$ cat config.mk
export PLATFORM = sky130hd
export DESIGN_NAME = alu_result_stage
export DESIGN_NICKNAME = d
export VERILOG_FILES = /design/src/rtl/alu_result_stage.sv
export SDC_FILE = /design/constraint.sdc
export NUM_CORES = 1
export LEC_CHECK = 0
export CAP_MARGIN = 10
export CORE_MARGIN = 4
export CORE_UTILIZATION = 31
export CTS_BUF_LIST = sky130_fd_sc_hd__clkbuf_4
export CTS_CLUSTER_DIAMETER = 150
export DETAILED_ROUTE_END_ITERATION = 6
export PLACE_DENSITY = 0.84
export REMOVE_ABC_BUFFERS = 1
export SKIP_LAST_GASP = 1
export SLEW_MARGIN = 20
export SYNTH_ARGS = -nofsm -noshare
export SYNTH_HDL_FRONTEND = slang
export SYNTH_SLANG_ARGS = --single-unit
$ cat constraint.sdc
create_clock -name clk -period 1.3 [get_ports clk]
set_clock_uncertainty 0.2 [all_clocks]
set_input_delay 0.195 -clock clk [delete_from_list [all_inputs] [get_ports clk]]
set_output_delay 0.195 -clock clk [all_outputs]
set_load 0.01 [all_outputs]
$ cat src/rtl/alu_result_stage.sv
// ALU result stage: registers ALUOut, derives N/Z/V/C, resolves branches, single-entry valid/ready buffer.
// Define ALU_OVF_TRAP_EN to build the signed ADD/SUB overflow trap (TRAP state, exc_ovf, exc_epc).
module alu_result_stage #(
   parameter int DATA_W = 32,
   parameter int REG_AW = 5
) (
   input  logic              clk,
   input  logic              rst_n,
   input  logic              in_valid,
   output logic              in_ready,
   input  logic [DATA_W-1:0] alu_result,
   input  logic              alu_overflow,
   input  logic              alu_carry,
   input  logic [2:0]        alu_op,
   input  logic [REG_AW-1:0] dest_reg,
   input  logic              wr_req,
   input  logic [2:0]        br_cond,
   input  logic [DATA_W-1:0] pc_in,
   output logic              out_valid,
   input  logic              out_ready,
   output logic [DATA_W-1:0] out_result,
   output logic [REG_AW-1:0] out_dest,
   output logic              out_wr_en,
   output logic              branch_taken,
   output logic [3:0]        flags,
   output logic              exc_ovf,
   output logic [DATA_W-1:0] exc_epc,
   input  logic              exc_ack
);

   localparam logic [2:0] OP_ADD = 3'b100;
   localparam logic [2:0] OP_SUB = 3'b101;

   localparam logic [2:0] BR_EQ  = 3'b001;
   localparam logic [2:0] BR_NE  = 3'b010;
   localparam logic [2:0] BR_LT  = 3'b011;
   localparam logic [2:0] BR_GE  = 3'b100;
   localparam logic [2:0] BR_LEZ = 3'b101;
   localparam logic [2:0] BR_GTZ = 3'b110;

   typedef enum logic [1:0] {
      IDLE = 2'd0,
      FULL = 2'd1
`ifdef ALU_OVF_TRAP_EN
      , TRAP = 2'd2
`endif
   } state_t;

   state_t state, state_nx;

   logic is_addsub;
   logic n_new, z_new, v_new, c_new;
   logic br_new;
   logic accept, trap_acc, load;

   assign is_addsub = (alu_op == OP_ADD) || (alu_op == OP_SUB);
   assign n_new     = alu_result[DATA_W-1];
   assign z_new     = (alu_result == '0);
   assign v_new     = is_addsub & alu_overflow;
   assign c_new     = is_addsub & alu_carry;

   // Branch decision uses the flags being loaded, not the stale register.
   always_comb begin
      br_new = 1'b0;
      case (br_cond)
         BR_EQ:   br_new = z_new;
         BR_NE:   br_new = ~z_new;
         BR_LT:   br_new = n_new ^ v_new;
         BR_GE:   br_new = ~(n_new ^ v_new);
         BR_LEZ:  br_new = n_new | z_new;
         BR_GTZ:  br_new = ~n_new & ~z_new;
         default: br_new = 1'b0;
      endcase
   end

   assign accept = in_valid & in_ready;

`ifdef ALU_OVF_TRAP_EN
   assign trap_acc = accept & is_addsub & alu_overflow;
`else
   assign trap_acc = 1'b0;
   logic unused_trap_inputs;
   assign unused_trap_inputs = ^{pc_in, exc_ack};
`endif

   assign load = accept & ~trap_acc;

   always_ff @(posedge clk or negedge rst_n) begin
      if (!rst_n) state <= IDLE;
      else        state <= state_nx;
   end

   always_comb begin
      state_nx = state;
      case (state)
         IDLE: begin
            if (trap_acc)  state_nx = state_t'(2'd2);
            else if (load) state_nx = FULL;
         end
         FULL: begin
            if (trap_acc)       state_nx = state_t'(2'd2);
            else if (load)      state_nx = FULL;
            else if (out_ready) state_nx = IDLE;
         end
`ifdef ALU_OVF_TRAP_EN
         TRAP: begin
            if (exc_ack) state_nx = IDLE;
         end
`endif
         default: state_nx = IDLE;
      endcase
   end

   // A trapping accept from FULL always drains, so no entry survives into TRAP.
   always_comb begin
      in_ready  = 1'b0;
      out_valid = 1'b0;
      case (state)
         IDLE:    in_ready = 1'b1;
         FULL: begin
            in_ready  = out_ready;
            out_valid = 1'b1;
         end
         default: begin
            in_ready  = 1'b0;
            out_valid = 1'b0;
         end
      endcase
   end

   always_ff @(posedge clk or negedge rst_n) begin
      if (!rst_n) begin
         out_result   <= '0;
         out_dest     <= '0;
         out_wr_en    <= 1'b0;
         branch_taken <= 1'b0;
         flags        <= 4'b0000;
      end else begin
         if (accept) flags <= {n_new, z_new, v_new, c_new};
         if (load) begin
            out_result   <= alu_result;
            out_dest     <= dest_reg;
            out_wr_en    <= wr_req;
            branch_taken <= br_new;
         end else if (trap_acc) begin
            out_wr_en    <= 1'b0;
            branch_taken <= 1'b0;
         end
      end
   end

`ifdef ALU_OVF_TRAP_EN
   always_ff @(posedge clk or negedge rst_n) begin
      if (!rst_n) begin
         exc_ovf <= 1'b0;
         exc_epc <= '0;
      end else if (trap_acc) begin
         exc_ovf <= 1'b1;
         exc_epc <= pc_in;
      end else if ((state == TRAP) && exc_ack) begin
         exc_ovf <= 1'b0;
         exc_epc <= '0;
      end
   end
`else
   assign exc_ovf = 1'b0;
   assign exc_epc = '0;
`endif

endmodule

# After elaboration in Yosys (flattened, before gate mapping)
# Cells that the tools add are included.
# classes
div_mod_pow,0
magnitude_cmp,0
reduce_logical,4
multipliers,0
mux,7
n_eq_ne,11
add_sub_neg,0
n_shift,0
bitwise,9
# op_table
op,n
32-bit zero test,1
"3-bit == test, second input constant",5
"3-bit by 2-bit == test with 1-bit output, second input constant",2
2-bit two-way mux,3
1-bit case mux with 6 select lines,1
1-bit bitwise AND,4
2-bit case mux with 2 select lines,1
"3-bit by 1-bit == test with 1-bit output, second input constant",1
"3-bit != test, second input constant",1
1-bit inverter,3
"2-bit by 1-bit == test with 1-bit output, second input constant",1
2-bit zero test,1
"2-bit != test, second input constant",1
1-bit case mux with 2 select lines,1
2-bit AND reduction,1
1-bit logical OR,1
1-bit two-way mux,1
1-bit OR,1
1-bit XOR,1
# totals
ff_bits,45
rom_bits,0
n_memories,0
ram_bits,0
latch_bits,0
in_bits,83

# Logic depth before layout (Yosys ltp)
# depth
depth_word,6
mapped_depth,5
mapped_depth_nobuf,5

# Least setup slack after synthesis
# Ideal clock, no wire load.
# synth_timing
path_kind,register to register
startpoint,register state[0]
endpoint,register flags[2]
path_buffers,1
required_time_ns,0.975
stages_incl_launch_ff,5
arrival_time_ns,1.235
setup_slack_ns,-0.260
cell_sequence,dfrtp_1 -> nand2b_1 -> nand2_2 -> buf_4 -> mux2_2
# synth_via
elab_chain_len,3
elab_cells_between_ends,4
cone_classes,1 x eq/ne; 1 x mux; 1 x bitwise; 1 x reduce/logical
# synth_lines
item,line_no,text
from (decl),49,"state_t state, state_nx;"
from (signal assigned),90,else state <= state_nx;
2-bit by 1-bit == test with 1-bit output or 2-bit zero test (tied branches),118,case (state)
1-bit case mux with 2 select lines *,118,
net in_ready,10,"output logic in_ready,"
1-bit bitwise AND *,76,assign accept = in_valid & in_ready;
to (signal assigned),139,"if (accept) flags <= {n_new, z_new, v_new, c_new};"
to (decl),25,"output logic [3:0] flags,"
# Mark *: on every way through the listed nets, which the timed path passes. The rest lies on a longest branch.
# A chain may end at the register's enable or synchronous reset.

# Final worst setup path
# layout_timing
startpoint,input port alu_op[1]
endpoint,register branch_taken
# layout_via
elab_chain_len,6
elab_cells_between_ends,7
cone_classes,2 x eq/ne; 1 x mux; 3 x bitwise; 1 x reduce/logical
# layout_lines
item,line_no,text
from (decl),14,"input logic [2:0] alu_op,"
3-bit == test,56,assign is_addsub = (alu_op == OP_ADD) || (alu_op == OP_SUB);
1-bit logical OR *,56,
1-bit bitwise AND *,59,assign v_new = is_addsub & alu_overflow;
1-bit XOR *,"68, 69",
1-bit inverter,69,BR_GE: br_new = ~(n_new ^ v_new);
1-bit case mux with 6 select lines *,65,case (br_cond)
to (signal assigned),144,branch_taken <= br_new;
to (decl),24,"output logic branch_taken,"
# Every way passes the cells marked *; elsewhere a longest branch is shown, timed or not.

==> summary.txt <==
Status
  – Run status: finished with violations
  – Violations in the final reports: setup timing

Critical path
  – Endpoint type of the worst setup path: flip-flop
  – CP Data Required Time: 1.36 ns
  – Worst reg2reg endpoint: out_result[29]$_DFFE_PN0P_
  – Worst setup path endpoint: branch_taken$_DFFE_PN0P_
  – Launch point of the worst path: alu_op[1]
  – Origin of the critical flop-to-flop path: state[0]$_DFFE_PN0P_
  – Sort of element at the start of the critical path: primary input
  – Reg-to-reg setup timing slack: -0.14 ns
  – Worst-case reg-to-reg path depth: 4
  – Maximum fanout along the worst path: 2
  – Critical Path AT: 1.50 ns
  – Critical setup path kind: in2reg

Placed design
  – Cell area reported after detailed placement: 2982 um2
  – Gp weighted congestion: 0.7257
  – Total half-perimeter wirelength after legalization and detailed placement: 3916 um
  – Pre-CTS setup slack: -0.8616 ns
  – Port buffer count: 93
  – Cells after DPL: 331

Route
  – Routed vias: 1623
  – Post-detailed-route wirelength per cell: 15.67 um
  – Drt initial violations: 34
  – Drt total wl: 5750 um
  – Avg Vias per Cell: 4.422
  – Number of routed nets with antenna violations: 0
  – Remaining routing DRC violations: 0
  – Pre-Repair DR Iteration Count: 4

GRT
  – Wire length of the first global-routing pass: 7562 um
  – Met1 track utilization from global routing: 0.1300
  – Met3 track utilization from global routing: 0.05773
  – Global routing usage on met2: 0.2321
  – Busiest grt layer: met2
  – Vias in the first global route: 1571
  – Antenna violations before repair: 0
  – Maximum number of pins on one net before global-route repair: 44
  – Combined global-route utilization of all metal layers: 0.1261
  – GRT overflow: 0

Timing
  – Share of the cycle needed by the critical path after routing: 1.115
  – Worst path setup slack after routing: -0.1496 ns
  – Setup repair after global routing missed its margin: yes
  – Maximum achievable frequency: 0.6898 GHz
  – Hold Vio Cnt, Final: 0
  – Max-slew violation total from the final report: 0
  – Final min period: 1.450 ns
  – Number of failing setup endpoints in the final timing report: 65

Die
  – Die area: 7901 um2
  – Num ports: 161
  – Std-Cell Core Area: 6350 um2
  – X dimension of the die: 88.89 um
  – Die H: 88.89 um
  – Number of rows created at floorplan: 29
  – Initial core utilization: 0.3194

Finish
  – Antenna cell count: 0
  – Count of filler cells inserted in the layout: 597
  – Area of the multi-input gates: 943.4 um2
  – Share of final-layout standard cells stronger than drive strength 1: 0.4828
  – Final standard cell count with taps included and fillers excluded: 367
  – Synth-to-layout area growth: 63.91%
  – Count of nets after finishing: 372
  – Layout Cell Area excl Fill: 3324 um2
  – Register cell area after layout: 1076 um2
  – Commonest non-fill, non-tap cell in the layout: sky130_fd_sc_hd__dfrtp_1
  – Highest-count cells in the layout ignoring fill and taps: 43 x sky130_fd_sc_hd__dfrtp_1, 34 x sky130_fd_sc_hd__buf_2, 33 x sky130_fd_sc_hd__conb_1, 22 x sky130_fd_sc_hd__dlygate4sd2_1
  – Final design utilization: 0.5235

Logic synthesis
  – Area fraction of the dominant cell type after synthesis: 0.5305
  – Number of warnings reported in the yosys synthesis log: 0
  – Primary FF master, synth: sky130_fd_sc_hd__dfrtp_1
  – Distinct cell type count after synthesis: 23
  – Number of enable flip-flop cells after synthesis: 0
  – Biggest area consumer among synthesized cells: sky130_fd_sc_hd__dfrtp_1
  – FF+latch count, synth: 43
  – Syn avg cell area: 12.92 um2
  – Area of the mapped netlist: 2028 um2
  – Most area-consuming cells after synthesis: sky130_fd_sc_hd__dfrtp_1 53%, sky130_fd_sc_hd__mux2_2 22%, sky130_fd_sc_hd__buf_4 14%
  – Share of flip-flops with an asynchronous set or reset after synthesis: 1.000
  – Cell count after synthesis: 157
  – Share of synthesized area occupied by flip-flops and latches: 0.5305

Power and ir drop
  – Proportion of power drawn by the clock network: 0.245
  – LEAKAGE: 1.628 nW
  – Power share of the combinational group: 0.309
  – Power Density: 1096 nW/um2
  – Switching power of the nets: 0.001052 W
  – Worst VDD drop: 0.0006087 V
  – P_int: 0.002593 W
  – Sequential share of power: 0.446
  – Switching share of total power: 0.2885

Clock tree
  – H-Tree Level Count: 2
  – Worst-skew pair later-pin latency: 0.35 ns
  – CTS tree: built
  – Total CTS buffers: 5
  – Register clock-pin slew on the reported worst setup and hold paths: 0.16 ns
  – Sink Count: 43
  – Master cell of the clock root buffer: sky130_fd_sc_hd__clkbuf_4
  – Maximum number of buffers from clock root to sink: 2

Hold path
  – Class of the tightest hold or removal check: in2reg

Job
  – Max_cap viols: 0
power groups by stage:
stage               clock network [W]  registers, W  logic [W]
floorplan                           0       0.00173   0.000283
global placement                    0       0.00163    0.00103
detailed placement                  0       0.00165    0.00105
CTS                          0.000915       0.00162   0.000921
global route                 0.000985       0.00165    0.00121
finish                       0.000893       0.00163    0.00113
critical path: stages:
cell and delay [ns]:
sky130_fd_sc_hd__clkdlybuf4s50_1 0.40, sky130_fd_sc_hd__nand3b_1 0.21, sky130_fd_sc_hd__mux2_4 0.33, sky130_fd_sc_hd__o21ai_1 0.14, sky130_fd_sc_hd__mux2_4 0.17, sky130_fd_sc_hd__a21oi_2 0.05
stage by stage:
stage               hold WS [ns]  setup TNS, ns  power (W)
CTS                     0.005647         -7.379   0.003456
global placement       -0.009928         -20.11   0.002666
detailed placement     -0.007307         -21.32   0.002696
finish                   0.01516         -5.130   0.003645
floorplan                -0.3006         -21.52   0.002011
global route            0.002560         -9.277   0.003845
sequential cells by signal, indices dropped and copies added, names as in the netlist:
| register | count |
|---|---|
| out_result | 32 |
| out_dest | 5 |
| flags | 3 |
| branch_taken | 1 |
| out_wr_en | 1 |
| state | 1 |
cells in the mapped netlist (2+ instances only):
library cell,count
sky130_fd_sc_hd__o21ai_1,2
sky130_fd_sc_hd__nand2b_1,3
sky130_fd_sc_hd__nor3_1,2
sky130_fd_sc_hd__a21oi_1,2
sky130_fd_sc_hd__nor4_1,8
sky130_fd_sc_hd__nand4_1,2
sky130_fd_sc_hd__mux2_2,40
sky130_fd_sc_hd__buf_4,37
sky130_fd_sc_hd__dfrtp_1,43
sky130_fd_sc_hd__nor2_1,2
sky130_fd_sc_hd__nand3b_1,2
sky130_fd_sc_hd__nand2_1,2
sky130_fd_sc_hd__o21ai_0,2
routing by layer:
metal  vias up  routed length, um
met5         -                  0
met4         0                 28
met3         4                597
met2        79               3072
met1       796               2052
li1        744                  -
final cells by class:
| type | count | area share |
|---|---|---|
| Inverter | 1 | 0.001129 |
| Clock buffer | 5 | 0.01129 |
| Tap cell | 77 | 0.02898 |
| Sequential cell | 43 | 0.3237 |
| Clock inverter | 3 | 0.01393 |
| Timing Repair Buffer | 131 | 0.3372 |
| Multi-Input combinational cell | 107 | 0.2838 |
logic make-up after synthesis:
logic type / share of synthesized area
compound gates: 0.02221
xor+xnor: 0.004319
buf+inv: 0.1444
flops: 0.5305
mux: 0.2276
other cells: 0.001849
simple gates: 0.06910
what timing repair did:
item / CTS / global route
hold buffers: 4 / 6
endpoints found under the setup margin: 87 / 87
gates cloned: 0 / 4
gates resized for setup: 224 / 52
endpoints found under the hold margin: 46 / 6
pin swaps: 12 / 8
buffers inserted: 6 / 9
worst min path at each step:
| stage | startpoint | end | slack (ns) | depth (start not counted) |
|---|---|---|---|---|
| 2_1_floorplan | rst_n | branch_taken$_DFFE_PN0P_ | -0.30 | 0 |
| 3_3_place_gp | rst_n | out_result[17]$_DFFE_PN0P_ | -0.01 | 2 |
| 3_5_place_dp | rst_n | out_result[17]$_DFFE_PN0P_ | -0.007 | 2 |
| 4_1_cts | alu_result[9] | out_result[9]$_DFFE_PN0P_ | 0.006 | 2 |
| 5_1_grt | alu_result[15] | out_result[15]$_DFFE_PN0P_ | 0.003 | 2 |
| 6_report | alu_result[9] | out_result[9]$_DFFE_PN0P_ | 0.02 | 2 |
Note: power is estimated with default switching activity, not from simulation.
